File: src/rtl/vga_scaled_reader_if.sv
// Read-port bus between the VGA scaled reader and the frame buffer RAM.
// The reader drives the address; the RAM returns data RAM_LAT cycles later.
interface vga_scaled_reader_if #(
   parameter int AW = 15,
   parameter int DW = 12
);
   logic [AW-1:0] ram_addr;
   logic [DW-1:0] ram_data;

   modport master (output ram_addr, input ram_data);
   modport slave  (input ram_addr, output ram_data);
endinterface

File: src/rtl/vga_scaled_reader.sv
// VGA timing generator that reads an IMG_W x IMG_H frame buffer with 1x/2x/4x
// integer upscaling. Sync, flags and pixel data leave the block pipeline-aligned.
module vga_scaled_reader #(
   parameter int AW       = 15,
   parameter int DW       = 12,
   parameter int IMG_W    = 160,
   parameter int IMG_H    = 120,
   parameter int H_ACTIVE = 640,
   parameter int H_FP     = 16,
   parameter int H_SYNC   = 96,
   parameter int H_BP     = 48,
   parameter int V_ACTIVE = 480,
   parameter int V_FP     = 10,
   parameter int V_SYNC   = 2,
   parameter int V_BP     = 33,
   parameter int RAM_LAT  = 1,
   parameter logic [DW-1:0] BORDER = 12'h000
) (
   input  logic                clk,
   input  logic                rst,
   input  logic [1:0]          scale,
   vga_scaled_reader_if.master ram,
   output logic [DW-1:0]       pixel_out,
   output logic                hsync_n,
   output logic                vsync_n,
   output logic                frame_start,
   output logic [9:0]          pos_x,
   output logic [9:0]          pos_y
);

   localparam int H_TOTAL = H_ACTIVE + H_FP + H_SYNC + H_BP;
   localparam int V_TOTAL = V_ACTIVE + V_FP + V_SYNC + V_BP;

   localparam logic [9:0] H_LAST   = 10'(H_TOTAL - 1);
   localparam logic [9:0] V_LAST   = 10'(V_TOTAL - 1);
   localparam logic [9:0] H_ACT    = 10'(H_ACTIVE);
   localparam logic [9:0] V_ACT    = 10'(V_ACTIVE);
   localparam logic [9:0] HS_FIRST = 10'(H_ACTIVE + H_FP);
   localparam logic [9:0] HS_LAST  = 10'(H_ACTIVE + H_FP + H_SYNC - 1);
   localparam logic [9:0] VS_FIRST = 10'(V_ACTIVE + V_FP);
   localparam logic [9:0] VS_LAST  = 10'(V_ACTIVE + V_FP + V_SYNC - 1);

   localparam logic [11:0] WX1 = 12'(IMG_W);
   localparam logic [11:0] WX2 = 12'(IMG_W * 2);
   localparam logic [11:0] WX4 = 12'(IMG_W * 4);
   localparam logic [11:0] WY1 = 12'(IMG_H);
   localparam logic [11:0] WY2 = 12'(IMG_H * 2);
   localparam logic [11:0] WY4 = 12'(IMG_H * 4);

   localparam logic [AW-1:0] IMG_W_A  = AW'(IMG_W);
   localparam logic [AW-1:0] SENTINEL = AW'(IMG_W * IMG_H);

   localparam logic [1:0] SCALE_1X = 2'b00;
   localparam logic [1:0] SCALE_2X = 2'b01;

   logic [9:0]    h, v;
   logic [1:0]    s_lat;
   logic [1:0]    sub_max;
   logic [1:0]    xsub, ysub;
   logic [AW-1:0] xsrc, row_base;
   logic [11:0]   wx_lim, wy_lim;
   logic          last_h, last_v;
   logic          active_now, window_now, hs_now, vs_now, fs_now;

   logic [RAM_LAT:0] act_d, win_d, hs_d, vs_d, fs_d;

   assign last_h = (h == H_LAST);
   assign last_v = (v == V_LAST);
   assign pos_x  = h;
   assign pos_y  = v;

   // Decode the latched scale into sub-counter wrap value and window extents,
   // and derive the undelayed per-position flags from the counters.
   always_comb begin
      sub_max = 2'd3;
      wx_lim  = WX4;
      wy_lim  = WY4;
      case (s_lat)
         SCALE_1X: begin sub_max = 2'd0; wx_lim = WX1; wy_lim = WY1; end
         SCALE_2X: begin sub_max = 2'd1; wx_lim = WX2; wy_lim = WY2; end
         default:  begin sub_max = 2'd3; wx_lim = WX4; wy_lim = WY4; end
      endcase
      active_now = (h < H_ACT) && (v < V_ACT);
      window_now = active_now && ({2'b00, h} < wx_lim) && ({2'b00, v} < wy_lim);
      hs_now     = (h >= HS_FIRST) && (h <= HS_LAST);
      vs_now     = (v >= VS_FIRST) && (v <= VS_LAST);
      fs_now     = (h == 10'd0) && (v == 10'd0);
   end

   // Raster counters; the scale only changes on the last pixel of a frame so a
   // whole frame is always drawn with one factor.
   always_ff @(posedge clk or posedge rst) begin
      if (rst) begin
         h     <= '0;
         v     <= '0;
         s_lat <= SCALE_1X;
      end else begin
         if (last_h) begin
            h <= '0;
            v <= last_v ? 10'd0 : v + 10'd1;
            if (last_v) s_lat <= scale;
         end else begin
            h <= h + 10'd1;
         end
      end
   end

   // Horizontal source column: advance once every s pixels, restart each line.
   always_ff @(posedge clk or posedge rst) begin
      if (rst) begin
         xsub <= '0;
         xsrc <= '0;
      end else if (last_h) begin
         xsub <= '0;
         xsrc <= '0;
      end else if (xsub == sub_max) begin
         xsub <= '0;
         xsrc <= xsrc + AW'(1);
      end else begin
         xsub <= xsub + 2'd1;
      end
   end

   // Vertical source row base: step by one stored line every s display lines.
   always_ff @(posedge clk or posedge rst) begin
      if (rst) begin
         ysub     <= '0;
         row_base <= '0;
      end else if (last_h) begin
         if (last_v) begin
            ysub     <= '0;
            row_base <= '0;
         end else if (ysub == sub_max) begin
            ysub     <= '0;
            row_base <= row_base + IMG_W_A;
         end else begin
            ysub <= ysub + 2'd1;
         end
      end
   end

   // Registered read address; outside the window point at the sentinel.
   always_ff @(posedge clk or posedge rst) begin
      if (rst) ram.ram_addr <= '0;
      else     ram.ram_addr <= window_now ? (row_base + xsrc) : SENTINEL;
   end

   // Carry the position flags alongside the RAM access so they meet ram_data.
   always_ff @(posedge clk or posedge rst) begin
      if (rst) begin
         act_d <= '0;
         win_d <= '0;
         hs_d  <= '0;
         vs_d  <= '0;
         fs_d  <= '0;
      end else begin
         for (int i = RAM_LAT; i > 0; i--) begin
            act_d[i] <= act_d[i-1];
            win_d[i] <= win_d[i-1];
            hs_d[i]  <= hs_d[i-1];
            vs_d[i]  <= vs_d[i-1];
            fs_d[i]  <= fs_d[i-1];
         end
         act_d[0] <= active_now;
         win_d[0] <= window_now;
         hs_d[0]  <= hs_now;
         vs_d[0]  <= vs_now;
         fs_d[0]  <= fs_now;
      end
   end

   // Final output register: pick image, border or black and drive the syncs.
   always_ff @(posedge clk or posedge rst) begin
      if (rst) begin
         pixel_out   <= '0;
         hsync_n     <= 1'b1;
         vsync_n     <= 1'b1;
         frame_start <= 1'b0;
      end else begin
         pixel_out   <= win_d[RAM_LAT] ? ram.ram_data :
                        (act_d[RAM_LAT] ? BORDER : '0);
         hsync_n     <= ~hs_d[RAM_LAT];
         vsync_n     <= ~vs_d[RAM_LAT];
         frame_start <= fs_d[RAM_LAT];
      end
   end

endmodule

File: src/flat_wrapper.sv
// flat-port wrapper written by rule: the top's interface ports become plain ports
module vga_scaled_reader_flat 
#(
   parameter int AW       = 15,
   parameter int DW       = 12,
   parameter int IMG_W    = 160,
   parameter int IMG_H    = 120,
   parameter int H_ACTIVE = 640,
   parameter int H_FP     = 16,
   parameter int H_SYNC   = 96,
   parameter int H_BP     = 48,
   parameter int V_ACTIVE = 480,
   parameter int V_FP     = 10,
   parameter int V_SYNC   = 2,
   parameter int V_BP     = 33,
   parameter int RAM_LAT  = 1,
   parameter logic [DW-1:0] BORDER = 12'h000
)
  (clk, rst, scale, pixel_out, hsync_n, vsync_n, frame_start, pos_x, pos_y, ram_ram_addr, ram_ram_data);
  vga_scaled_reader_if #(.AW(AW), .DW(DW)) ram_i ();
  input  logic clk;
  input  logic rst;
  input  logic [1:0] scale;
  output logic [DW-1:0] pixel_out;
  output logic hsync_n;
  output logic vsync_n;
  output logic frame_start;
  output logic [9:0] pos_x;
  output logic [9:0] pos_y;
  output wire logic [$bits(ram_i.ram_addr)-1:0] ram_ram_addr;
  input wire logic [$bits(ram_i.ram_data)-1:0] ram_ram_data;
  assign ram_ram_addr = ram_i.ram_addr;
  assign ram_i.ram_data = ram_ram_data;
  vga_scaled_reader #(.AW(AW), .DW(DW), .IMG_W(IMG_W), .IMG_H(IMG_H), .H_ACTIVE(H_ACTIVE), .H_FP(H_FP), .H_SYNC(H_SYNC), .H_BP(H_BP), .V_ACTIVE(V_ACTIVE), .V_FP(V_FP), .V_SYNC(V_SYNC), .V_BP(V_BP), .RAM_LAT(RAM_LAT), .BORDER(BORDER)) u_core (.clk(clk), .rst(rst), .scale(scale), .ram(ram_i), .pixel_out(pixel_out), .hsync_n(hsync_n), .vsync_n(vsync_n), .frame_start(frame_start), .pos_x(pos_x), .pos_y(pos_y));
endmodule
File: config.mk
export PLATFORM = sky130hd
export DESIGN_NAME = vga_scaled_reader_flat
export DESIGN_NICKNAME = d
export VERILOG_FILES = /design/src/rtl/vga_scaled_reader_if.sv /design/src/rtl/vga_scaled_reader.sv /design/src/flat_wrapper.sv
export SDC_FILE = /design/constraint.sdc
export NUM_CORES = 1
export LEC_CHECK = 0
export CORE_UTILIZATION = 44
export CTS_CLUSTER_DIAMETER = 30
export DETAILED_ROUTE_END_ITERATION = 8
export PLACE_DENSITY = 0.78
export SLEW_MARGIN = 20
export SYNTH_ARGS = -nofsm -noshare
export SYNTH_HDL_FRONTEND = slang
export SYNTH_SLANG_ARGS = --single-unit
File: constraint.sdc
create_clock -name clk -period 6.2 [get_ports clk]
set_input_delay 1.24 -clock clk [delete_from_list [all_inputs] [get_ports clk]]
set_output_delay 1.24 -clock clk [all_outputs]
set_load 0.05 [all_outputs]
==> impl_metrics.csv, run 1 <==
group,metric,value,unit
clock_tree,clk_latency,360,ps
routing,via_per_inst,5.38,
place,portBuffers,65,
logic_synthesis,synth_ff_type,"dfrtp_1",
worst_setup_path,cp-start-kind,"flop",
logic_synthesis,yosys_warnings,0,
pwr,peakVddDrop,0.113,mV
logic_synthesis,syn_area,4460,sq um
pwr,power.total,1.00,mW
logic_synthesis,synth_nets,491,
floorplan,die_h,103,microns
place,place_area,5230,sq um
global_routing,grt_pass1_wl,15300,microns
timing,final_max_slew_viol_count,0,
routing,routed_wl,9330,microns
clock_tree,root_buffer,"clkbuf_8",
logic_synthesis,yosysUniqueCellTypes,52,
logic_synthesis,synth_seq_cells,89,
floorplan,die-area,10500,sq um
pwr,power.density,185,nW/um^2
floorplan,rows,36,
logic_synthesis,yosys.area.top_type_share,0.488,
routing,wl_met3,417,microns
clock_tree,numCtsBuffers,9,
timing,grt_setup_unrepaired,"false",
place,post-place-ws,3390,ps
place,hpwlAfterDp,6560,microns
clock_tree,cts_sinks,89,
clock_tree,cts_setup_buffers,0,
logic_synthesis,synthArstFlopShare,1.00,
finish,fin_util,0.554,
timing,fin_crit,3060,ps
worst_setup_path,cpMaxStageDelayCell,"clkdlybuf4s50_1",
timing,setup_viol,0,
logic_synthesis,synth_edf_count,0,
timing,finalSetupTns,0,ps
routing,dr.pass1.iters,4,
global_routing,grt_max_degree,61,
worst_setup_path,cp_max_fo,13,
pwr,static-leakage-power,2.40,nW
global_routing,grt_overflow,0,
flow_run,maxCapViolCount,0,
timing,post-route-period-util,0.493,
global_routing,track_usage,0.185,
finish,drive_gt1_frac,0.0561,
floorplan,io_pins,66,
logic_synthesis,netlist_top_cells_area,"dfrtp_1 (49%), ha_1 (6.5%), xor2_1 (3.9%)",
worst_setup_path,critical-path-max-stage-delay,880,ps
worst_setup_path,crit_type,"flop to primary output",
floorplan,initial_core_util,0.456,
min_path,min_path_type,"flop to flop",
routing,drtAntennaViolNets,0,
worst_setup_path,cp-end-kind,"primary output",
finish,design_area,5420,sq um
routing,drt-met1-wl,4370,microns
worst_setup_path,crit_family,"buffers and inverters",
logic_synthesis,synth_cells,452,
finish,syn2layout_area_growth,21.5,%
routing,post_drt_wl_per_cell,14.3,microns
timing,tightest_slew,1020,ps
logic_synthesis,synth_seq_area_share,0.500,
logic_synthesis,avgSynthCellArea,9.86,sq um
routing,highest_layer,"met4",
timing,slew_headroom,0.303,
timing,hold_viol_final,0,
finish,nets,551,
clock_tree,clock_path_buffers,2,
timing,hold_slack,354,ps
floorplan,die_w,103,microns
timing,skew,16.2,ps
run_status,status,"complete, no violations",
routing,drtIter0Drc,245,
clock_tree,cts_tree,"yes",
routing,drc,0,
clock_tree,ctsHoldBuffers,0,
logic_synthesis,synth_top_cell_by_area,"dfrtp_1",
clock_tree,post_cts_resize_count,0,
timing,max_freq,0.327,GHz
worst_setup_path,cp_cell_sequence,"clkdlybuf4s50_1",
worst_setup_path,cp.buffers_inverters,1,
floorplan,core_area,9770,sq um
clock_tree,htree_levels,3,
logic_synthesis,synth_common_cells,"dfrtp_1 (87), nor2_1 (42), nand2_1 (32)",
routing,wl_met2,4370,microns
finish,antenna_cells,0,
worst_setup_path,arrival,1820,ps
place,place_inst,634,
routing,via_count,3499,
timing,setup_ws,3140,ps
place,place.gp.congestion,0.790,
clock_tree,clk_pin_slew,100,ps
global_routing,antenna_found_initial,0,
logic_synthesis,yosys.cell_count.top_type,"dfrtp_1",
finish,fin_cells,650,
worst_setup_path,required,4960,ps
global_routing,grt_pass1_vias,3347,
## area by class of cell
class | instances | area, sq um
Fill cell | 888 | 4360
Sequential cell | 89 | 2230
Multi-Input combinational cell | 326 | 2100
Timing Repair Buffer | 68 | 673
Tap cell | 133 | 166
Clock buffer | 9 | 124
Inverter | 18 | 68.8
Clock inverter | 7 | 53.8
## placed cells by master, fill, tap and decap left out, drive strengths merged, types with 14 or more instances in the layout
master         instances
dfrtp                 87
clkdlybuf4s50         65
nor2                  42
nand2                 32
o21ai                 28
nand3                 26
ha                    23
and2                  21
xor2                  20
inv                   20
a21oi                 18
nor3                  14
xnor2                 14
## worst paths after layout
kind	startpoint	to	slack (ps)	cells after the start
min in group asynchronous	rst	u_core.pixel_out[1]$_DFF_PP0_	1210	2
worst min register to register	u_core.vs_d[1]$_DFF_PP0_	u_core.vsync_n$_DFF_PP1_	350	1
worst max-delay path	u_core.pos_x[5]$_DFF_PP0_	pos_x[5]	3140	1
worst max register to register	u_core.s_lat[1]$_DFFE_PP0P_	u_core.ram.ram_addr[1]$_DFF_PP0_	3530	10
max in group asynchronous	rst	u_core.row_base[11]$_DFFE_PP0P_	3860	3
worst min-delay path	u_core.vs_d[1]$_DFF_PP0_	u_core.vsync_n$_DFF_PP1_	350	1
## registers in the layout, summed over array words and instances (netlist names)
| name | count |
|---|---|
| u_core.frame_start | 1 |
| u_core.fs_d | 2 |
| u_core.hs_d | 2 |
| u_core.hsync_n | 1 |
| u_core.pixel_out | 12 |
| u_core.pos_x | 10 |
| u_core.pos_y | 10 |
| u_core.ram.ram_addr | 15 |
| u_core.row_base | 10 |
| u_core.s_lat | 2 |
| u_core.vs_d | 2 |
| u_core.vsync_n | 1 |
| u_core.win_d | 2 |
| u_core.xsrc | 15 |
| u_core.xsub | 2 |
| u_core.ysub | 2 |
## report_power, final
group,internal [mW],switching (mW)
Sequential,0.584,0.00106
Combinational,0.0179,0.0307
Clock,0.150,0.218
Total,0.752,0.250
## cell families after synthesis
logic type                 Yosys count  synth area share
AOI/OAI and AO/OA                   81             0.114
and+or+nand+nor                    185             0.216
buffers and inverters               37            0.0331
muxes                                2           0.00449
xor gates and xnor gates            34            0.0668
adders and majority gates           23            0.0646
other                                1          0.000841
DFF                                 89             0.500
## worst register-to-register path, delay by kind of cell (launching register included)
| family | cells | cell delay [ps] |
|---|---|---|
| and+or+nand+nor | 6 | 1280 |
| buffers and inverters | 3 | 540 |
| adders and majority gates | 1 | 290 |
| DFF | 1 | 520 |
## per-layer routing
metal | vias up | GRT usage
li1 | 1708 | -
met1 | 1686 | 0.244
met5 | - | 0
met2 | 90 | 0.307
met4 | 0 | 0.0791
met3 | 15 | 0.0258
(Power assumes the default switching activity.)
==> run 2: changes to the inputs <==
- PLACE_DENSITY: 0.78 -> 0.81
- clock period: 6.2 -> 2.8 ns (I/O delays scaled with it)
==> run 2 against run 1 <==
Clock-buffer cell count increased by 3. Clock skew down 4.7 ps. Global-route usage rose by 1.6 points. Worst hold slack worse by 3.9 ps. Die area unchanged. Cell count increased by 1.1%. Via count is 2.7% higher. Wire length grew 5.6%. Combinational power increased by 140%.
==> impl_metrics.csv, run 2 (synthesis gave the netlist of run 1 again) <==
group,metric,value,unit
floorplan,die_h,103,microns
worst_setup_path,cp-end-kind,"flop",
clock_tree,cts_sinks,89,
clock_tree,root_buffer,"clkbuf_8",
finish,final_cell_mix,"dfrtp_1 (87), clkdlybuf4s50_1 (65), nor2_1 (42), nand2_1 (32), o21ai_0 (28)",
floorplan,rows,36,
place,portBuffers,65,
timing,finalSetupTns,0,ps
worst_setup_path,crit_family,"simple AND/OR/NAND/NOR gates",
routing,drc,0,
clock_tree,ctsHoldBuffers,0,
place,hpwlAfterDp,6940,microns
flow_run,maxCapViolCount,0,
worst_setup_path,crit_type,"flop to flop",
floorplan,die_w,103,microns
finish,regArea,2230,sq um
global_routing,grt_overflow,0,
clock_tree,cts_setup_buffers,0,
global_routing,antenna_found_initial,0,
finish,syn2layout_area_growth,24.5,%
worst_setup_path,cp-start-kind,"flop",
timing,max_freq,0.378,GHz
finish,final_common_cell,"dfrtp_1",
global_routing,grt_pass1_wl,16200,microns
clock_tree,post_cts_resize_count,0,
pwr,static-leakage-power,2.48,nW
timing,slew_headroom,0.526,
global_routing,grt_pass1_vias,3459,
worst_setup_path,cp_cell_sequence,"inv_1 > nand2_1 > inv_1 > ha_1 > nand4_1 > nand3_1 > nor4b_1 > nand3_1 > inv_1 > and2_1",
pwr,power.density,454,nW/um^2
timing,tightest_slew,703,ps
run_status,status,"complete, no violations",
timing,setup_viol,0,
global_routing,grt_max_degree,32,
timing,fin_crit,2640,ps
worst_setup_path,required,3110,ps
routing,via_per_inst,5.47,
finish,nets,558,
clock_tree,clock_path_buffers,2,
global_routing,track_usage,0.201,
floorplan,io_pins,66,
routing,drtAntennaViolNets,0,
worst_setup_path,cp_common_cell,"inv_1",
routing,via_count,3595,
worst_setup_path,cp.buffers_inverters,3,
routing,dr.pass1.iters,4,
worst_setup_path,cpMaxStageDelayCell,"dfrtp_1",
finish,antenna_cells,0,
floorplan,initial_core_util,0.456,
floorplan,die-area,10500,sq um
routing,routed_wl,9850,microns
pwr,power.total,2.52,mW
clock_tree,cts_tree,"yes",
timing,skew,11.5,ps
timing,grt_setup_unrepaired,"false",
clock_tree,clk_latency,370,ps
finish,n_fill_cell,839,
finish,reg_top3,"u_core.ram.ram_addr: 15 flops, u_core.xsrc: 15 flops, u_core.pixel_out: 12 flops",
finish,drive_gt1_frac,0.0668,
worst_setup_path,reg2reg_slack,160,ps
routing,drtIter0Drc,194,
place,place.gp.congestion,0.795,
clock_tree,htree_levels,3,
clock_tree,clk_pin_slew,80,ps
pwr,peakVddDrop,0.233,mV
worst_setup_path,cp_max_fo,9,
worst_setup_path,critical-path-max-stage-delay,490,ps
finish,multi_input_comb_area,2090,sq um
timing,post-route-period-util,0.944,
floorplan,core_area,9770,sq um
worst_setup_path,arrival,2950,ps
clock_tree,numCtsBuffers,9,
min_path,min_path_type,"flop to flop",
timing,final_max_slew_viol_count,0,
timing,hold_viol_final,0,
routing,post_drt_wl_per_cell,15.0,microns
run 2: cell types whose count changed in the layout (fill, tap and decap cells not counted):
cell / before / now
clkinv_4: 0 / 1
bufinv_16: 0 / 3
buf_4: 3 / 9
clkinv_2: 3 / 0
buf_12: 0 / 1
clkinvlp_4: 2 / 1
o31ai_4: 1 / 0
clkbuf_8: 9 / 11
o31ai_2: 0 / 1
clkbuf_1: 0 / 1
inv_8: 1 / 0
inv_6: 2 / 0
run 2: metal layers:
metal	track usage	vias to the layer above	wire length (microns)
li1	-	1719	-
met1	0.248	1753	4300
met2	0.340	108	4900
met3	0.0380	15	449
met4	0.0967	0	192
met5	0	-	0
run 2: worst paths after layout:
check                                            startpoint                               end  depth (start not counted)
worst max-delay path            u_core.s_lat[1]$_DFFE_PP0P_  u_core.ram.ram_addr[1]$_DFF_PP0_                         10
worst min-delay path               u_core.vs_d[1]$_DFF_PP0_          u_core.vsync_n$_DFF_PP1_                          1
worst max register to register  u_core.s_lat[1]$_DFFE_PP0P_  u_core.ram.ram_addr[1]$_DFF_PP0_                         10
worst min register to register     u_core.vs_d[1]$_DFF_PP0_          u_core.vsync_n$_DFF_PP1_                          1
max in group asynchronous                               rst          u_core.vsync_n$_DFF_PP1_                          3
min in group asynchronous                               rst       u_core.xsrc[14]$_DFFE_PP0P_                          2
run 2: power breakdown:
part	leakage (nW)	internal, mW	switching [mW]
combinational	1.20	0.0446	0.0700
sequential	1.15	1.29	0.00223
clock	0.127	0.644	0.464
run 2: layout make-up:
cell class / count / area share
inverter: 18 / 0.0128
timing repair buffer: 75 / 0.133
multi-input combinational: 326 / 0.377
clock inverter: 4 / 0.0178
clock buffer: 12 / 0.0280
sequential: 89 / 0.402
tap: 133 / 0.0300
run 2: stage by stage:
step / cells / area [sq um] / hold slack (ps) / util / setup slack (ps)
2_1_floorplan: 452 / 4460 / 331 / - / 110
3_3_place_gp: 641 / 5300 / 333 / 0.542 / 395
3_5_place_dp: 641 / 5300 / 335 / 0.542 / 241
4_1_cts: 657 / 5550 / 352 / 0.568 / 184
5_1_grt: 657 / 5550 / 362 / 0.568 / 7.37
6_report: 657 / 5550 / 351 / 0.568 / 156
==> run 3: changes to the inputs <==
- CELL_PAD_IN_SITES_DETAIL_PLACEMENT: unset -> 1
- CELL_PAD_IN_SITES_GLOBAL_PLACEMENT: unset -> 1
- CORE_UTILIZATION: 44 -> 38
- PLACE_DENSITY: 0.81 -> 0.87
==> run 3 against run 2 <==
Utilization is 7.5 points lower. Global-route usage is 0.19 points higher. Wire length rose by 16%. Clock skew fell by 5.7 ps. Critical path depth unchanged. Sequential share of layout area decreased by 0.54 points. First-iteration DRC count down 28%. Non-clock buffer count decreased by 1. Via count up 1.8%. Flip-flop and latch count did not move. Total power is 5.7% higher. Critical path type unchanged.
==> impl_metrics.csv, run 3 (synthesis gave the netlist of run 1 again) <==
group,metric,value,unit
timing,finalSetupTns,0,ps
global_routing,track_usage,0.203,
global_routing,grt_pass1_wl,18900,microns
timing,setup_viol,0,
worst_setup_path,crit_type,"flop to flop",
clock_tree,cts_sinks,89,
clock_tree,clock_path_buffers,2,
finish,reg_top3,"u_core.ram.ram_addr: 15 flops, u_core.xsrc: 15 flops, u_core.pixel_out: 12 flops",
pwr,power.density,473,nW/um^2
routing,drtIter0Drc,140,
routing,drt-met1-wl,5080,microns
run_status,status,"complete, no violations",
pwr,static-leakage-power,2.50,nW
clock_tree,clk_latency,350,ps
pwr,peakVddDrop,0.350,mV
worst_setup_path,cp_max_fo,9,
routing,dr.pass1.iters,5,
floorplan,core_area,11400,sq um
floorplan,die-area,12200,sq um
clock_tree,cts_setup_buffers,0,
finish,antenna_cells,0,
global_routing,grt_max_degree,38,
finish,final_cell_mix,"dfrtp_1 (87), clkdlybuf4s50_1 (65), nor2_1 (42), nand2_1 (32), o21ai_0 (28)",
global_routing,grt_pass1_vias,3785,
routing,post_drt_wl_per_cell,17.2,microns
timing,post-route-period-util,0.927,
timing,fin_crit,2600,ps
routing,drtAntennaViolNets,0,
worst_setup_path,cp-end-kind,"flop",
routing,highest_layer,"met4",
floorplan,die_h,110,microns
worst_setup_path,required,3080,ps
floorplan,initial_core_util,0.390,
clock_tree,numCtsBuffers,9,
flow_run,maxCapViolCount,0,
worst_setup_path,cp-start-kind,"flop",
min_path,hold_path_depth,1,
finish,drive_gt1_frac,0.0688,
worst_setup_path,arrival,2880,ps
timing,final_max_slew_viol_count,0,
floorplan,die_w,110,microns
floorplan,rows,39,
place,place.gp.congestion,0.826,
place,portBuffers,65,
place,hpwlAfterDp,8000,microns
finish,nets,557,
routing,wl_met2,5680,microns
worst_setup_path,reg2reg_depth,10,
routing,routed_wl,11500,microns
clock_tree,cts_tree,"yes",
global_routing,grt_overflow,0,
timing,skew,5.79,ps
timing,grt_setup_unrepaired,"false",
floorplan,io_pins,66,
timing,tightest_slew,733,ps
timing,max_freq,0.385,GHz
min_path,min_path_type,"flop to flop",
timing,hold_viol_final,0,
global_routing,antenna_found_initial,0,
routing,via_per_inst,5.50,
finish,fin_util,0.493,
routing,wl_met3,406,microns
routing,drc,0,
timing,slew_headroom,0.505,
routing,via_count,3661,
clock_tree,root_buffer,"clkbuf_16",
clock_tree,clk_pin_slew,60,ps
clock_tree,htree_levels,3,
finish,syn2layout_area_growth,26.2,%
finish,final_common_cell,"dfrtp_1",
-- run 3: changes by cell type in the layout (fill, tap and decap cells not counted), moves of 2 or more --
| cell | delta |
|---|---|
| buf_4 | -2 |
| clkbuf_16 | +9 |
| bufinv_16 | -2 |
| clkbuf_8 | -9 |
-- run 3: power breakdown --
part,total (mW),switching [mW],internal (mW)
logic,0.116,0.0711,0.0447
registers,1.30,0.00247,1.30
clock network,1.25,0.507,0.741
-- run 3: cell type report --
class                      count  area [sq um]
timing repair buffer          74           743
tap                          143           179
clock inverter                 4          51.3
clock buffer                  12           256
inverter                      18          71.3
sequential                    89          2230
multi-input combinational    326          2100
fill                        1284          5790
-- run 3: worst max-delay path, cell delays in order (launching register included) --
cell and delay (ps):
dfrtp_1 480, inv_1 160, nand2_1 160, inv_1 60, ha_1 280, nand4_1 100, nand3_1 100, nor4b_1 440
nand3_2 340, inv_2 240, and2_1 160
-- run 3: per-stage QoR --
stage / instance area (sq um) / total power [mW] / worst slack (ps) / instances / hold slack, ps
2_1_floorplan: 4460 / 1.38 / 110 / 452 / 331
4_1_cts: 5620 / 2.69 / 13.9 / 666 / 353
6_report: 5630 / 2.66 / 205 / 666 / 350
3_3_place_gp: 5310 / 1.44 / 370 / 650 / 333
3_5_place_dp: 5310 / 1.44 / 142 / 650 / 339
5_1_grt: 5630 / 2.75 / 70.4 / 666 / 358
-- run 3: layer usage --
metal,vias to the layer above,track usage
met3,22,0.0282
met2,90,0.346
met1,1831,0.255
li1,1718,-
met4,0,0.0921
met5,-,0
-- run 3: final timing paths --
kind / start / endpoint / slack, ps
worst min-delay path: u_core.vs_d[1]$_DFF_PP0_ / u_core.vsync_n$_DFF_PP1_ / 350
min in group asynchronous: rst / u_core.ram.ram_addr[13]$_DFF_PP0_ / 640
worst min register to register: u_core.vs_d[1]$_DFF_PP0_ / u_core.vsync_n$_DFF_PP1_ / 350
worst max register to register: u_core.s_lat[1]$_DFFE_PP0P_ / u_core.ram.ram_addr[3]$_DFF_PP0_ / 200
max in group asynchronous: rst / u_core.vsync_n$_DFF_PP1_ / 1540
worst max-delay path: u_core.s_lat[1]$_DFFE_PP0P_ / u_core.ram.ram_addr[3]$_DFF_PP0_ / 200
-- run 3: what timing repair did --
item	CTS	global route
setup endpoints to repair	0	8
resized for setup	0	2
hold buffers	0	0
